===== config.mk =====
export PLATFORM = sky130hd
export DESIGN_NAME = tile_collision_probe
export DESIGN_NICKNAME = d
export VERILOG_FILES = /design/src/rtl/tile_collision_probe_pkg.sv /design/src/rtl/tile_collision_probe_corner_addr.sv /design/src/rtl/tile_collision_probe.sv
export SDC_FILE = /design/constraint.sdc
export NUM_CORES = 1
export LEC_CHECK = 0
export ABC_CLOCK_PERIOD_IN_PS = 6950
export CORE_ASPECT_RATIO = 2
export CORE_MARGIN = 1.5
export CORE_UTILIZATION = 35
export DETAILED_ROUTE_END_ITERATION = 10
export RECOVER_POWER = 50
export REMOVE_ABC_BUFFERS = 1
export SETUP_SLACK_MARGIN = 0.02
export SLEW_MARGIN = 20
export SYNTH_ARGS = -nofsm -noshare
export SYNTH_HDL_FRONTEND = slang
export SYNTH_HIERARCHICAL = 1
export SYNTH_SLANG_ARGS = --single-unit
export TNS_END_PERCENT = 20

===== constraint.sdc =====
create_clock -name clk -period 6.95 [get_ports clk]
set_clock_uncertainty 0.15 [all_clocks]
set_input_delay 1.39 -clock clk [delete_from_list [all_inputs] [get_ports clk]]
set_output_delay 1.39 -clock clk [all_outputs]
set_load 0.01 [all_outputs]

===== src/rtl/tile_collision_probe_pkg.sv =====
// tile_collision_probe_pkg: shared tile-map constants, corner indices and FSM state encoding
package tile_collision_probe_pkg;
    localparam int TILE_SIZE  = 32;
    localparam int FIELD_LEFT = 144;
    localparam int FIELD_TOP  = 35;
    localparam logic [1:0] CORNER_TL = 2'd0;
    localparam logic [1:0] CORNER_TR = 2'd1;
    localparam logic [1:0] CORNER_BL = 2'd2;
    localparam logic [1:0] CORNER_BR = 2'd3;
    localparam logic [1:0] ST_IDLE  = 2'd0;
    localparam logic [1:0] ST_PROBE = 2'd1;
    localparam logic [1:0] ST_RESP  = 2'd2;
endpackage


===== src/rtl/tile_collision_probe_corner_addr.sv =====
// tile_collision_probe_corner_addr: combinational corner coordinate with carry detect
//   x, y      : latched sprite top-left
//   idx       : corner index (TL, TR, BL, BR)
//   probe_x/y : truncated corner coordinate
//   overflow  : corner sum carried out of COORD_W bits
module tile_collision_probe_corner_addr
    import tile_collision_probe_pkg::*;
#(
    parameter int COORD_W  = 10,
    parameter int SPRITE_W = 32,
    parameter int SPRITE_H = 32
) (
    input  logic [COORD_W-1:0] x,
    input  logic [COORD_W-1:0] y,
    input  logic [1:0]         idx,
    output logic [COORD_W-1:0] probe_x,
    output logic [COORD_W-1:0] probe_y,
    output logic               overflow
);
    localparam logic [COORD_W:0] DX = (COORD_W+1)'(SPRITE_W - 1);
    localparam logic [COORD_W:0] DY = (COORD_W+1)'(SPRITE_H - 1);
    logic             w_right;
    logic             w_bottom;
    logic [COORD_W:0] w_sx;
    logic [COORD_W:0] w_sy;
    always_comb begin
        w_right  = idx == CORNER_TR || idx == CORNER_BR;
        w_bottom = idx == CORNER_BL || idx == CORNER_BR;
        w_sx     = {1'b0, x} + (w_right ? DX : '0);
        w_sy     = {1'b0, y} + (w_bottom ? DY : '0);
        probe_x  = w_sx[COORD_W-1:0];
        probe_y  = w_sy[COORD_W-1:0];
        overflow = w_sx[COORD_W] | w_sy[COORD_W];
    end
endmodule


===== src/rtl/tile_collision_probe.sv =====
// tile_collision_probe: walks the four sprite corners through the tile collision port
//   req_valid/req_ready/req_x/req_y : candidate position handshake
//   probe_x/probe_y/probe_hit       : combinational tile-map collision lookup
//   rsp_valid/rsp_ready/rsp_hit/rsp_any : solid-corner mask result
module tile_collision_probe
    import tile_collision_probe_pkg::*;
#(
    parameter int COORD_W  = 10,
    parameter int SPRITE_W = 32,
    parameter int SPRITE_H = 32
) (
    input  logic               clk,
    input  logic               rst,
    input  logic               req_valid,
    output logic               req_ready,
    input  logic [COORD_W-1:0] req_x,
    input  logic [COORD_W-1:0] req_y,
    output logic [COORD_W-1:0] probe_x,
    output logic [COORD_W-1:0] probe_y,
    input  logic               probe_hit,
    output logic               rsp_valid,
    input  logic               rsp_ready,
    output logic [3:0]         rsp_hit,
    output logic               rsp_any
);
    logic [1:0]         r_state;
    logic [1:0]         r_idx;
    logic [COORD_W-1:0] r_x;
    logic [COORD_W-1:0] r_y;
    logic [3:0]         r_hit;
    logic [COORD_W-1:0] w_cx;
    logic [COORD_W-1:0] w_cy;
    logic               w_ovf;

    tile_collision_probe_corner_addr #(
        .COORD_W (COORD_W),
        .SPRITE_W(SPRITE_W),
        .SPRITE_H(SPRITE_H)
    ) u_corner (
        .x       (r_x),
        .y       (r_y),
        .idx     (r_idx),
        .probe_x (w_cx),
        .probe_y (w_cy),
        .overflow(w_ovf)
    );

    always_comb begin
        req_ready = r_state == ST_IDLE;
        rsp_valid = r_state == ST_RESP;
        probe_x   = r_state == ST_PROBE ? w_cx : '0;
        probe_y   = r_state == ST_PROBE ? w_cy : '0;
        rsp_hit   = r_hit;
        rsp_any   = |r_hit;
    end

    always_ff @(posedge clk or posedge rst) begin
        if (rst) begin
            r_state <= ST_IDLE;
            r_idx   <= '0;
            r_x     <= '0;
            r_y     <= '0;
            r_hit   <= '0;
        end else if (r_state == ST_IDLE) begin
            if (req_valid) begin
                r_x     <= req_x;
                r_y     <= req_y;
                r_hit   <= '0;
                r_idx   <= '0;
                r_state <= ST_PROBE;
            end
        end else if (r_state == ST_PROBE) begin
            // a corner that wrapped past the coordinate range is treated as solid
            r_hit[r_idx] <= probe_hit | w_ovf;
            r_idx        <= r_idx + 2'd1;
            if (r_idx == CORNER_BR) r_state <= ST_RESP;
        end else if (rsp_ready) begin
            r_state <= ST_IDLE;
        end
    end
endmodule


Word level (Yosys, flattened, before mapping)
Cells that the tools add are included.

Bits in registers: 28. Logic and storage cells: 47.

Add/subtract/negate cells: 3. Order comparisons: 2. Equality and inequality tests: 7. Muxes and demuxes: 18. Bitwise logic cells: 2. Reduce and logical (&&, ||, !) cells: 10.

Operators with widths (count): adder 10 x 11 -> 11 bit (2); two-way mux 10 bit (2); two-way mux 2 bit (8); two-way mux 4 bit (3); two-way mux 5 bit (2); equality test 2 bit (second input constant) (3); bitwise mux 4 bit (1); equality test 2 x 1 -> 1 bit (second input constant) (2); AND reduction 2 bit (2); OR reduction 4 bit (1); less-than comparator 2 x 3 -> 1 bit (second input constant) (1); inequality test 3 x 2 -> 1 bit (second input constant) (1); AND reduction 3 bit (1); nonzero test 3 bit (1); adder 2 x 1 -> 2 bit (second input constant) (1); demux 1 bit (select 2 bit) (1); greater-or-equal comparator 2 x 1 -> 1 bit (second input constant) (1); zero test 2 bit (1); logical OR 1 bit (2); inequality test 2 bit (second input constant) (1); OR 1 bit (2); nonzero test 2 bit (1); logical AND 1 bit (1); two-way mux 1 bit (1).

Depth between registers and ports, before layout
Gate-level depths: netlist of run 1.

Depth after elaboration: 9. Mapped depth: 9.

Hierarchy
The synthesis of run 1 kept the hierarchy.

Modules (own cells, without submodules): tile_collision_probe (instances 1, cells an instance 106, area an instance 1357.6 µm², sequential area each 700.7 µm²); tile_collision_probe_corner_addr (instances 1, cells an instance 89, area an instance 690.7 µm², sequential area each 0.0 µm²).

Worst setup path before layout of run 1
OpenSTA, ideal clock, no wires.

Path kind: register -> output. Start point: reg r_idx[1]. End point: out probe_y[8]. Arrival time: 2.067 ns. Data required time: 5.410 ns. Setup slack: 3.343 ns. Stages on the path, launching flop included: 10. Path through: dfrtp_1 clkbuf_1 ha_1 inv_1 fa_1 and3b_1 o221ai_2 nor2_1 xor2_1 and2_1.

Cells in the longest elaborated chain, start to end: 5.

Ends and longest elaborated chain: start: declaration (line tile_collision_probe.sv:27) `logic [1:0] r_idx;`; start signal: assignment (line tile_collision_probe.sv:75) `r_idx <= r_idx + 2'd1;`; equality test 2 bit (line tile_collision_probe_corner_addr.sv:28) `w_bottom = idx == CORNER_BL || idx == CORNER_BR;`; logical OR 1 bit * (line tile_collision_probe_corner_addr.sv:28); two-way mux 5 bit * (line tile_collision_probe_corner_addr.sv:30) `w_sy = {1'b0, y} + (w_bottom ? DY : '0);`; adder 10 x 11 -> 11 bit * (line tile_collision_probe_corner_addr.sv:30); net w_cy[8] (line tile_collision_probe.sv:32) `logic [COORD_W-1:0] w_cy;`; two-way mux 10 bit * (line tile_collision_probe.sv:52) `probe_y = r_state == ST_PROBE ? w_cy : '0;`; end: declaration (line tile_collision_probe.sv:19) `output logic [COORD_W-1:0] probe_y,`.

Mark *: on every way through the listed nets, which the timed path passes. The rest lies on a longest branch.

Worst setup path in the final report of run 1
Ends and elaborated chain as after synthesis.

==> results of run 1 <==
==> final timing paths <==
path	end	slack, ns	cells past startpoint	startpoint
min in group asynchronous	r_y[7]$_DFFE_PP0P_	1.96	3	rst
min reg2reg	r_x[2]$_DFFE_PP0P_	0.35	1	r_x[2]$_DFFE_PP0P_
max in group asynchronous	rsp_hit[3]$_DFFE_PP0P_	3.77	3	rst
min	r_x[2]$_DFFE_PP0P_	0.35	1	r_x[2]$_DFFE_PP0P_
max reg2reg	rsp_hit[3]$_DFFE_PP0P_	4.23	8	r_idx[1]$_DFFE_PP0P_
max	probe_y[8]	2.47	9	r_idx[1]$_DFFE_PP0P_
==> report_power, final <==
part	switching [mW]	internal [mW]
combinational	0.455	0.566
clock	0.0570	0.0883
sequential	0.0973	0.245
==> final cells by class <==
type	count	share of cell area
multi-input combinational	144	0.4536
sequential	28	0.2652
timing repair buffer	54	0.1989
clock buffer	4	0.03362
tap	61	0.02888
inverter	14	0.01989
==> metrics by stage <==
stage	hold WS (ns)	setup WS [ns]	area, um^2	power, mW	std cells
final	0.3521	2.466	2643	1.509	305
after global routing	0.3981	2.289	2643	1.641	305
after CTS	0.3692	2.429	2684	1.552	305
after detailed placement	0.3446	2.729	2595	1.397	301
after global placement	0.3433	2.803	2595	1.390	301
after floorplan	0.3149	3.452	1986	0.9941	186
==> cells by family after synthesis <==
family / Yosys count
mux: 21
compound gates: 40
xor+xnor: 14
fa+ha+maj: 17
simple gates: 52
buf+inv: 23
flops: 28
==> flip-flops by register name, summed over array words and instances (netlist names) <==
signal and flops:
r_x 10, r_y 10, rsp_hit 4, r_idx 2, r_state 2
==> metal layers <==
metal / up-vias / track usage / share of wire
li1: 779 / - / -
met1: 743 / 0.1579 / 0.39
met2: 42 / 0.2743 / 0.55
met3: 12 / 0.01167 / 0.024
met4: 0 / 0.06822 / 0.033
met5: - / 0 / 0
==> cell usage after synthesis (all sizes together), types with 2 or more instances <==
cell type  instances  share of area
a211o              2         0.0086
a211oi             3          0.013
a21o               3          0.011
a21oi             11          0.029
a311oi             4          0.017
and2              22          0.067
buf                6          0.025
clkbuf             3         0.0055
dfrtp             28           0.34
fa                 2          0.020
ha                15          0.092
inv               14          0.026
mux2              20           0.13
nand2             10          0.018
nand3              3         0.0073
nand4              3         0.0092
nor2               7          0.013
nor2b              2         0.0098
o211ai             2         0.0073
o21a               2         0.0073
o21ai              4          0.012
o22ai              2         0.0061
xnor2             11          0.047
xor2               3          0.013
==> worst max-delay path, cell delays in order, from the launching register on <==
cell and delay (ns):
sky130_fd_sc_hd__dfrtp_1 0.53, sky130_fd_sc_hd__ha_1 0.27, sky130_fd_sc_hd__inv_1 0.08, sky130_fd_sc_hd__fa_1 0.40
sky130_fd_sc_hd__and3b_1 0.29, sky130_fd_sc_hd__o221ai_2 0.15, sky130_fd_sc_hd__nor2_1 0.16, sky130_fd_sc_hd__xor2_1 0.14
sky130_fd_sc_hd__and2_1 0.13, sky130_fd_sc_hd__clkdlybuf4s50_1 0.52
==> metrics.log, run 1 <==
INFO  metric syn2layout_area_growth = 29.02%
INFO  metric final_cell_mix = sky130_fd_sc_hd__clkdlybuf4s50_1 (45), sky130_fd_sc_hd__dfrtp_1 (28), sky130_fd_sc_hd__and2_1 (22)
INFO  metric grt_start_max_net_pins = 32
INFO  metric critPathKind = register to output port
INFO  metric cts_max_level = 1
INFO  metric cts.sink_count = 28
INFO  metric worst-endpoint-required = roughly 5.4 ns
INFO  metric wl_per_cell = 14.50 um
INFO  metric synth_xor_area_frac = 0.05987
INFO  metric route.detailed.vias_per_inst = 5.167
INFO  metric violated_checks = capacitance limit, slew limit
INFO  metric maxCapViolCount = 2
INFO  metric cts_made_buffers = 3
INFO  metric num_antenna_cells = 0
INFO  metric share_of_synthesized_cell_area_in_and_or_nand_and_nor_gates = 0.1478
INFO  metric synth_top_family_by_area = compound AO/OA/AOI/OAI gates
INFO  metric clockRootBuffer = sky130_fd_sc_hd__clkbuf_16
INFO  metric cts_max_path_buffers = 2
INFO  metric vias = 1576
INFO  metric max_freq = 223.0 MHz
INFO  metric globalRouteOverflowTotal = 0
INFO  metric finalSetupViolCount = 0
INFO  metric worst_ep_arrival_time = between 2 and 3 ns
INFO  metric post-cts-setup-buffers = 0
INFO  metric postSynthRegisterBits = 28
INFO  metric post-route-min-period = 4.484 ns
INFO  metric number_of_nets_in_the_final_layout = around 290
INFO  metric timing_hold_violations_final = 0
INFO  metric cp-start-kind = register
INFO  metric synth_area_per_cell = 10.50 um^2
INFO  metric synth-adder-area-share = 0.1112
INFO  metric gr_usage_total = 0.1465
INFO  metric portBuffers = 51
INFO  metric io-pin-count = 52
INFO  metric clock_transition_at_path_regs = roughly 0.070 ns
INFO  metric synth.cell_area = 2048 um^2
INFO  metric ys_dominant_reg_cell = sky130_fd_sc_hd__dfrtp_1
INFO  metric post-route-drc-count = 0
INFO  metric coreArea = between 5000 and 6000 um^2
INFO  metric hold_buffers = 0
INFO  metric mostFrequentLayoutCell = sky130_fd_sc_hd__clkdlybuf4s50_1
INFO  metric drive_above_1_share = 0.08607
INFO  metric synth_warnings = 6
INFO  metric final-seq-area = 700.7 um^2
INFO  metric detailed_place_hpwl = 3299 um
INFO  metric die_width = 57.09 um
INFO  metric worst_skew_pair.late_latency = 0.26 ns
INFO  metric share_of_the_clock_period_used_by_the_worst_path_after_layout = 0.6451
INFO  metric ctsResizeCount = 0
INFO  metric synth_async_sr_flop_share = 1.000
INFO  metric rsz0062_at_grt = no
INFO  metric critical_path.max_fanout = 10
INFO  metric cellLeakagePower = 1.138 nW
INFO  metric status = finished, violations left
INFO  metric multi_input_area = 1199 um^2
INFO  metric max_slew_margin = -0.06161
INFO  metric finish.utilization = 0.4668
INFO  metric detailedRoute.firstPassIterationCount = 4
INFO  metric die_area = 6348 um^2
INFO  metric wirelength = 4424 um
INFO  metric drt_iter0_drc = 26
INFO  metric fraction_of_the_mapped_netlist_area_in_compound_gates = 0.1497
INFO  metric die_h = 111.2 um
INFO  metric vdd_ir_drop_max = ~320 uV
INFO  metric antenna_found_initial = 0
INFO  metric netlist-cell-type-count = 46
INFO  metric tritoncts = built
INFO  metric final_antenna_net_count = 0
INFO  metric synth.yosys.seq_area_share = 0.3421
INFO  metric sum_of_negative_setup_slack = 0 ns
INFO  metric place_congestion = ~0.79
INFO  metric timing.critical_path.to_type = output port
INFO  metric grt_first_pass_wirelength = 7376 um
INFO  metric number_of_enable_flip_flop_cells_after_synthesis = 0
INFO  metric fillCellCount = roughly 560
INFO  metric placementRows = 39
INFO  metric min_path_type = register to register
INFO  metric synth.area.mux_share = 0.1332
INFO  metric power_per_cell_area = ~570 nW/um^2
INFO  metric start_util = 0.3618
INFO  metric grt_pass1_vias = 1587
INFO  metric slew_violations = 56
INFO  metric syn-instance-count = 195
INFO  metric tightest_slew = between 1.5 and 2 ns
Power figures use the tool's default switching activity.
==> run 2, diff against run 1 <==
--- a/config.mk
+++ b/config.mk
@@ -5,7 +5,7 @@
 export SDC_FILE = /design/constraint.sdc
 export NUM_CORES = 1
 export LEC_CHECK = 0
-export ABC_CLOCK_PERIOD_IN_PS = 6950
+export ABC_CLOCK_PERIOD_IN_PS = 4500
 export CORE_ASPECT_RATIO = 2
 export CORE_MARGIN = 1.5
 export CORE_UTILIZATION = 35
==> constraint.sdc (replaced) <==
create_clock -name clk -period 4.5 [get_ports clk]
set_clock_uncertainty 0.15 [all_clocks]
set_input_delay 0.9 -clock clk [delete_from_list [all_inputs] [get_ports clk]]
set_output_delay 0.9 -clock clk [all_outputs]
set_load 0.01 [all_outputs]
==> metrics.log, run 2 (same netlist as run 1, synthesis figures left out) <==
INFO  metric rsz0062_at_grt = no (unchanged)
INFO  metric number_of_nets_in_the_final_layout = 287 (unchanged)
INFO  metric grt_pass1_vias = 1545 (was 1587)
INFO  metric route.detailed.vias_per_inst = 5.138 (was 5.167)
INFO  metric internal-power = 1.392 mW (was 0.8993 mW)
INFO  metric tightest_slew = 1.572 ns (was 1.592 ns)
INFO  metric final_cell_mix = sky130_fd_sc_hd__clkdlybuf4s50_1 (44), sky130_fd_sc_hd__dfrtp_1 (28), sky130_fd_sc_hd__and2_1 (22) (was sky130_fd_sc_hd__clkdlybuf4s50_1 (45), sky130_fd_sc_hd__dfrtp_1 (28), sky130_fd_sc_hd__and2_1 (22))
INFO  metric worst_r2r_startpoint = r_idx[1]$_DFFE_PP0P_ (unchanged)
INFO  metric clock_transition_at_path_regs = 0.07 ns (about the same)
INFO  metric syn2layout_area_growth = 29.20% (was 29.02%)
INFO  metric detailedRoute.firstPassIterationCount = 4 (unchanged)
INFO  metric worst_skew_pair.late_latency = 0.26 ns (about the same)
INFO  metric slew_violations = 27 (was 56)
INFO  metric critical_path.reg2reg.endpoint = rsp_hit[2]$_DFFE_PP0P_ (was rsp_hit[3]$_DFFE_PP0P_)
INFO  metric hold_path_startpoint = r_y[2]$_DFFE_PP0P_ (was r_x[2]$_DFFE_PP0P_)
INFO  metric coreArea = 5660 um^2 (unchanged)
INFO  metric cellLeakagePower = 1.142 nW (was 1.138 nW)
INFO  metric portBuffers = 51 (unchanged)
INFO  metric die_area = 6348 um^2 (unchanged)
INFO  metric power_per_cell_area = 880.3 nW/um^2 (was 570.9 nW/um^2)
INFO  metric vdd_ir_drop_max = 500.3 uV (was 323.5 uV)
INFO  metric vias = 1567 (was 1576)
INFO  metric drive_above_1_share = 0.09016 (was 0.08607)
INFO  metric cts_made_buffers = 3 (unchanged)
INFO  metric mostFrequentLayoutCell = sky130_fd_sc_hd__clkdlybuf4s50_1 (unchanged)
INFO  metric power_frac_seq = 0.227 (about the same)
INFO  metric sum_of_negative_setup_slack = 0 ns (unchanged)
INFO  metric fillCellCount = 563 (was 562)
INFO  metric p_clk_frac = 0.095 (was 0.096)
INFO  metric num_antenna_cells = 0 (unchanged)
INFO  metric detailed_place_hpwl = 3367 um (was 3299 um)
INFO  metric worst_r2r_path_depth = 8 (unchanged)
INFO  metric hold_buffers = 0 (unchanged)
INFO  metric status = finished, violations left (unchanged)
INFO  metric worst-endpoint-required = 3.45 ns (was 5.41 ns)
INFO  metric timing.critical_path.to_type = output port (unchanged)
INFO  metric cts.sink_count = 28 (unchanged)
INFO  metric globalRouteOverflowTotal = 0 (unchanged)
INFO  metric drt_iter0_drc = 10 (was 26)
INFO  metric antenna_found_initial = 0 (unchanged)
INFO  metric post-route-min-period = 3.991 ns
INFO  metric die_h = 111.2 um (unchanged)
INFO  metric worstHoldEndpoint = r_y[2]$_DFFE_PP0P_ (was r_x[2]$_DFFE_PP0P_)
INFO  metric die_width = 57.09 um (unchanged)
INFO  metric multi_input_area = 1202 um^2 (was 1199 um^2)
INFO  metric finalHoldWorstSlack = 0.3584 ns (was 0.3521 ns)
INFO  metric register_to_register_setup_slack = 1.75 ns (was 4.23 ns)
INFO  metric maxCapViolCount = 1 (was 2)
INFO  metric critPathKind = register to output port (unchanged)
INFO  metric grt_start_max_net_pins = 32 (unchanged)
INFO  metric min_path_cells = 1 (unchanged)
INFO  metric finalSetupViolCount = 0 (unchanged)
INFO  metric cts_max_path_buffers = 2 (unchanged)
INFO  metric min_path_type = register to register (unchanged)
INFO  metric post-route-drc-count = 0 (unchanged)
INFO  metric share_of_the_clock_period_used_by_the_worst_path_after_layout = 0.8868
INFO  metric wl_per_cell = 14.61 um (was 14.50 um)
INFO  metric max_slew_margin = -0.04783 (was -0.06161)
INFO  metric critical_path.max_fanout = 10 (unchanged)
INFO  metric power.switching = 0.9370 mW (was 0.6094 mW)
INFO  metric place_congestion = 0.7978 (was 0.7903)
INFO  metric wirelength = 4455 um (was 4424 um)
INFO  metric violated_checks = capacitance limit, slew limit (unchanged)
INFO  metric cp-start-kind = register (unchanged)
INFO  metric final_antenna_net_count = 0 (unchanged)
INFO  metric worst_ep_arrival_time = 2.94 ns (about the same)
INFO  metric grt_first_pass_wirelength = 7314 um (was 7376 um)
INFO  metric final-seq-area = 700.7 um^2 (unchanged)
INFO  metric power_switching_share = 0.4023 (was 0.4039)
INFO  metric io-pin-count = 52 (unchanged)
INFO  metric tritoncts = built (unchanged)
INFO  metric placementRows = 39 (unchanged)
INFO  metric timing_hold_violations_final = 0 (unchanged)
INFO  metric gr_usage_total = 0.1460 (was 0.1465)
INFO  metric comb_power_share = 0.678 (was 0.677)
INFO  metric post-cts-setup-buffers = 0 (unchanged)
INFO  metric ctsResizeCount = 0 (unchanged)
INFO  metric clockRootBuffer = sky130_fd_sc_hd__clkbuf_16 (unchanged)
INFO  metric start_util = 0.3618 (unchanged)
INFO  metric cts_max_level = 1 (unchanged)
INFO  metric max_freq = approximately 250 MHz
[run 2: changes by cell type in the layout (fill, tap and decap cells not counted), sizes merged]
cell / before / now
clkdlybuf4s50: 45 / 44
dlygate4sd3: 6 / 7
[run 2: how the worst max path moves through the flow]
stage	start	endpoint	slack (ns)
after global routing	r_idx[1]$_DFFE_PP0P_	probe_y[8]	0.37
after detailed placement	r_idx[1]$_DFFE_PP0P_	probe_y[8]	0.78
after floorplan	r_idx[1]$_DFFE_PP0P_	probe_y[8]	1.49
final	r_idx[1]$_DFFE_PP0P_	probe_y[8]	0.51
after CTS	r_idx[1]$_DFFE_PP0P_	probe_y[8]	0.48
after global placement	r_idx[1]$_DFFE_PP0P_	probe_y[8]	0.83
[run 2: final cells by class]
class                      instances  area share
multi-input combinational        144      0.4544
clock buffer                       4     0.03357
tap                               61     0.02884
inverter                          14     0.01986
sequential                        28      0.2648
timing repair buffer              54      0.1986
[run 2: critical path: stages, from the launching register on]
cell	delay (ns)
sky130_fd_sc_hd__dfrtp_1	0.54
sky130_fd_sc_hd__ha_1	0.27
sky130_fd_sc_hd__inv_1	0.07
sky130_fd_sc_hd__fa_1	0.40
sky130_fd_sc_hd__and3b_1	0.27
sky130_fd_sc_hd__o221ai_2	0.15
sky130_fd_sc_hd__nor2_1	0.17
sky130_fd_sc_hd__xor2_1	0.14
sky130_fd_sc_hd__and2_1	0.13
sky130_fd_sc_hd__clkdlybuf4s50_1	0.52
[run 2: power groups by stage]
stage | combinational, mW | sequential, mW | clock (mW)
2_1_floorplan | 1.03 | 0.506 | 0
3_3_place_gp | 1.61 | 0.537 | 0
3_5_place_dp | 1.62 | 0.541 | 0
4_1_cts | 1.63 | 0.536 | 0.229
5_1_grt | 1.73 | 0.554 | 0.242
6_report | 1.58 | 0.528 | 0.222
[run 2: through the flow]
stage | cell area [um^2] | utilization | power (mW) | std cells | worst slack (ns)
2_1_floorplan | 1986 | - | 1.535 | 186 | 1.492
3_3_place_gp | 2595 | 0.4584 | 2.149 | 301 | 0.8289
3_5_place_dp | 2595 | 0.4584 | 2.161 | 301 | 0.7829
4_1_cts | 2684 | 0.4741 | 2.397 | 305 | 0.4823
5_1_grt | 2646 | 0.4675 | 2.528 | 305 | 0.3674
6_report | 2646 | 0.4675 | 2.329 | 305 | 0.5093
[run 2: layer usage]
layer / vias to the layer above / wire (um) / GRT usage
li1: 783 / - / -
met1: 752 / 1761 / 0.1654
met2: 27 / 2535 / 0.2759
met3: 5 / 86 / 0.008168
met4: 0 / 71 / 0.05116
met5: - / 0 / 0
==> run 3, diff against run 2 <==
--- a/config.mk
+++ b/config.mk
@@ -10,9 +10,8 @@
 export CORE_MARGIN = 1.5
 export CORE_UTILIZATION = 35
 export DETAILED_ROUTE_END_ITERATION = 10
-export RECOVER_POWER = 50
 export REMOVE_ABC_BUFFERS = 1
-export SETUP_SLACK_MARGIN = 0.02
+export SETUP_SLACK_MARGIN = 0.15
 export SLEW_MARGIN = 20
 export SYNTH_ARGS = -nofsm -noshare
 export SYNTH_HDL_FRONTEND = slang
==> metrics.log, run 3 (same netlist as run 1, synthesis figures left out) <==
INFO  metric status = completed (was finished, violations left)
INFO  metric timing.critical_path.to_type = output port (unchanged)
INFO  metric grt_start_max_net_pins = 32 (unchanged)
INFO  metric worst_skew_pair.late_latency = 0.26 ns (about the same)
INFO  metric cellLeakagePower = 1.162 nW (was 1.142 nW)
INFO  metric portBuffers = 51 (unchanged)
INFO  metric tightest_slew = 0.7002 ns (was 1.572 ns)
INFO  metric worst_ep_arrival_time = 2.94 ns (about the same)
INFO  metric hold_buffers = 0 (unchanged)
INFO  metric clock_transition_at_path_regs = 0.07 ns (about the same)
INFO  metric num_antenna_cells = 0 (unchanged)
INFO  metric gr_usage_total = 0.1460 (unchanged)
INFO  metric cts_max_path_buffers = 2 (unchanged)
INFO  metric max_slew_margin = 0.5327 (was -0.04783)
INFO  metric timing_hold_violations_final = 0 (unchanged)
INFO  metric drt_iter0_drc = 22 (was 10)
INFO  metric post-place-cells = 301 (unchanged)
INFO  metric die_area = 6348 um^2 (unchanged)
INFO  metric share_of_the_clock_period_used_by_the_worst_path_after_layout = 0.8863 (was 0.8868)
INFO  metric final_cell_mix = sky130_fd_sc_hd__clkdlybuf4s50_1 (51), sky130_fd_sc_hd__dfrtp_1 (28), sky130_fd_sc_hd__and2_1 (22) (was sky130_fd_sc_hd__clkdlybuf4s50_1 (44), sky130_fd_sc_hd__dfrtp_1 (28), sky130_fd_sc_hd__and2_1 (22))
INFO  metric post-route-min-period = 3.988 ns (was 3.991 ns)
INFO  metric max_freq = 250.7 MHz (was 250.6 MHz)
INFO  metric vdd_ir_drop_max = 497.9 uV (was 500.3 uV)
INFO  metric maxCapViolCount = 0 (was 1)
INFO  metric finalSetupViolCount = 0 (unchanged)
INFO  metric wirelength = 4478 um (was 4455 um)
INFO  metric die_width = 57.09 um (unchanged)
INFO  metric globalRouteOverflowTotal = 0 (unchanged)
INFO  metric wl_per_cell = 14.68 um (was 14.61 um)
INFO  metric mostFrequentLayoutCell = sky130_fd_sc_hd__clkdlybuf4s50_1 (unchanged)
INFO  metric die_h = 111.2 um (unchanged)
INFO  metric start_util = 0.3618 (unchanged)
INFO  metric grt_pass1_vias = 1545 (unchanged)
INFO  metric coreArea = 5660 um^2 (unchanged)
INFO  metric io-pin-count = 52 (unchanged)
INFO  metric cts.sink_count = 28 (unchanged)
INFO  metric critPathKind = register to output port (unchanged)
INFO  metric syn2layout_area_growth = 31.03% (was 29.20%)
INFO  metric ctsResizeCount = 0 (unchanged)
INFO  metric grt_first_pass_wirelength = 7314 um (unchanged)
INFO  metric post-route-drc-count = 0 (unchanged)
INFO  metric route.detailed.vias_per_inst = 5.141 (was 5.138)
INFO  metric worst-endpoint-required = 3.45 ns (about the same)
INFO  metric critical_path.max_fanout = 10 (unchanged)
INFO  metric final_cell_count_no_fill = 305 (unchanged)
INFO  metric number_of_nets_in_the_final_layout = 287 (unchanged)
INFO  metric final_antenna_net_count = 0 (unchanged)
INFO  metric tritoncts = built (unchanged)
INFO  metric clockRootBuffer = sky130_fd_sc_hd__clkbuf_16 (unchanged)
INFO  metric rsz0062_at_grt = no (unchanged)
INFO  metric sum_of_negative_setup_slack = 0 ns (unchanged)
INFO  metric cp-start-kind = register (unchanged)
INFO  metric place_congestion = 0.7978 (unchanged)
INFO  metric power_per_cell_area = 881.7 nW/um^2 (was 880.3 nW/um^2)
INFO  metric register_to_register_setup_slack = 1.77 ns (was 1.75 ns)
INFO  metric detailedRoute.firstPassIterationCount = 4 (unchanged)
INFO  metric cts_made_buffers = 3 (unchanged)
INFO  metric vias = 1568 (was 1567)
INFO  metric antenna_found_initial = 0 (unchanged)
INFO  metric cts_max_level = 1 (unchanged)
INFO  metric drive_above_1_share = 0.1230 (was 0.09016)
INFO  metric min_path_type = register to register (unchanged)
INFO  metric detailed_place_hpwl = 3367 um (unchanged)
INFO  metric placementRows = 39 (unchanged)
INFO  metric slew_violations = 0 (was 27)
INFO  metric post-cts-setup-buffers = 0 (unchanged)
[run 3: changes by cell type in the layout (fill, tap and decap cells not counted), sizes merged]
cell	before	now
clkdlybuf4s50	44	51
clkbuf	6	4
dlygate4sd3	7	0
buf	1	3
[run 3: stage by stage]
| step | total power [mW] | cell area (um^2) | utilization | setup slack (ns) | hold WS (ns) |
|---|---|---|---|---|---|
| detailed placement | 2.161 | 2595 | 0.4584 | 0.7829 | 0.3458 |
| global route | 2.564 | 2684 | 0.4741 | 0.3674 | 0.3897 |
| finish | 2.366 | 2684 | 0.4741 | 0.5116 | 0.3585 |
| CTS | 2.397 | 2684 | 0.4741 | 0.4823 | 0.3643 |
| floorplan | 1.535 | 1986 | - | 1.492 | 0.3149 |
| global placement | 2.149 | 2595 | 0.4584 | 0.8289 | 0.3434 |
[run 3: report_power, final]
part           switching (mW)  internal [mW]  leakage, nW
Combinational           0.704          0.907        0.783
Sequential              0.155          0.378        0.334
Clock                  0.0854          0.136       0.0442
Total                   0.945           1.42         1.16
[run 3: per-layer routing]
layer | up-vias | wire length [um] | global-route usage
met1 | 753 | 1780 | 0.1654
met5 | - | 0 | 0
met4 | 0 | 84 | 0.05116
met2 | 29 | 2535 | 0.2759
met3 | 7 | 78 | 0.008168
li1 | 779 | - | -
[run 3: worst paths after layout]
check,start,to,depth (start not counted)
setup reg to reg,r_idx[1]$_DFFE_PP0P_,rsp_hit[2]$_DFFE_PP0P_,8
hold reg to reg,r_y[2]$_DFFE_PP0P_,r_y[2]$_DFFE_PP0P_,1
min in group asynchronous,rst,r_x[0]$_DFFE_PP0P_,2
hold / removal,r_y[2]$_DFFE_PP0P_,r_y[2]$_DFFE_PP0P_,1
setup / recovery,r_idx[1]$_DFFE_PP0P_,probe_y[8],9
max in group asynchronous,rst,r_y[9]$_DFFE_PP0P_,3
[run 3: cell type report]
type | instances | area (um^2)
Sequential cell | 28 | 700.7
Fill cell | 556 | 2977
Clock buffer | 4 | 88.84
Tap cell | 61 | 76.32
Multi-Input combinational cell | 144 | 1232
Inverter | 14 | 52.55
Timing Repair Buffer | 54 | 533.0
[run 3: critical path: stages (launching register included)]
cell                              delay, ns
sky130_fd_sc_hd__dfrtp_1               0.54
sky130_fd_sc_hd__ha_1                  0.27
sky130_fd_sc_hd__inv_1                 0.07
sky130_fd_sc_hd__fa_1                  0.40
sky130_fd_sc_hd__and3b_1               0.28
sky130_fd_sc_hd__o221ai_2              0.15
sky130_fd_sc_hd__nor2_1                0.16
sky130_fd_sc_hd__xor2_1                0.14
sky130_fd_sc_hd__and2_1                0.13
sky130_fd_sc_hd__clkdlybuf4s50_1       0.52
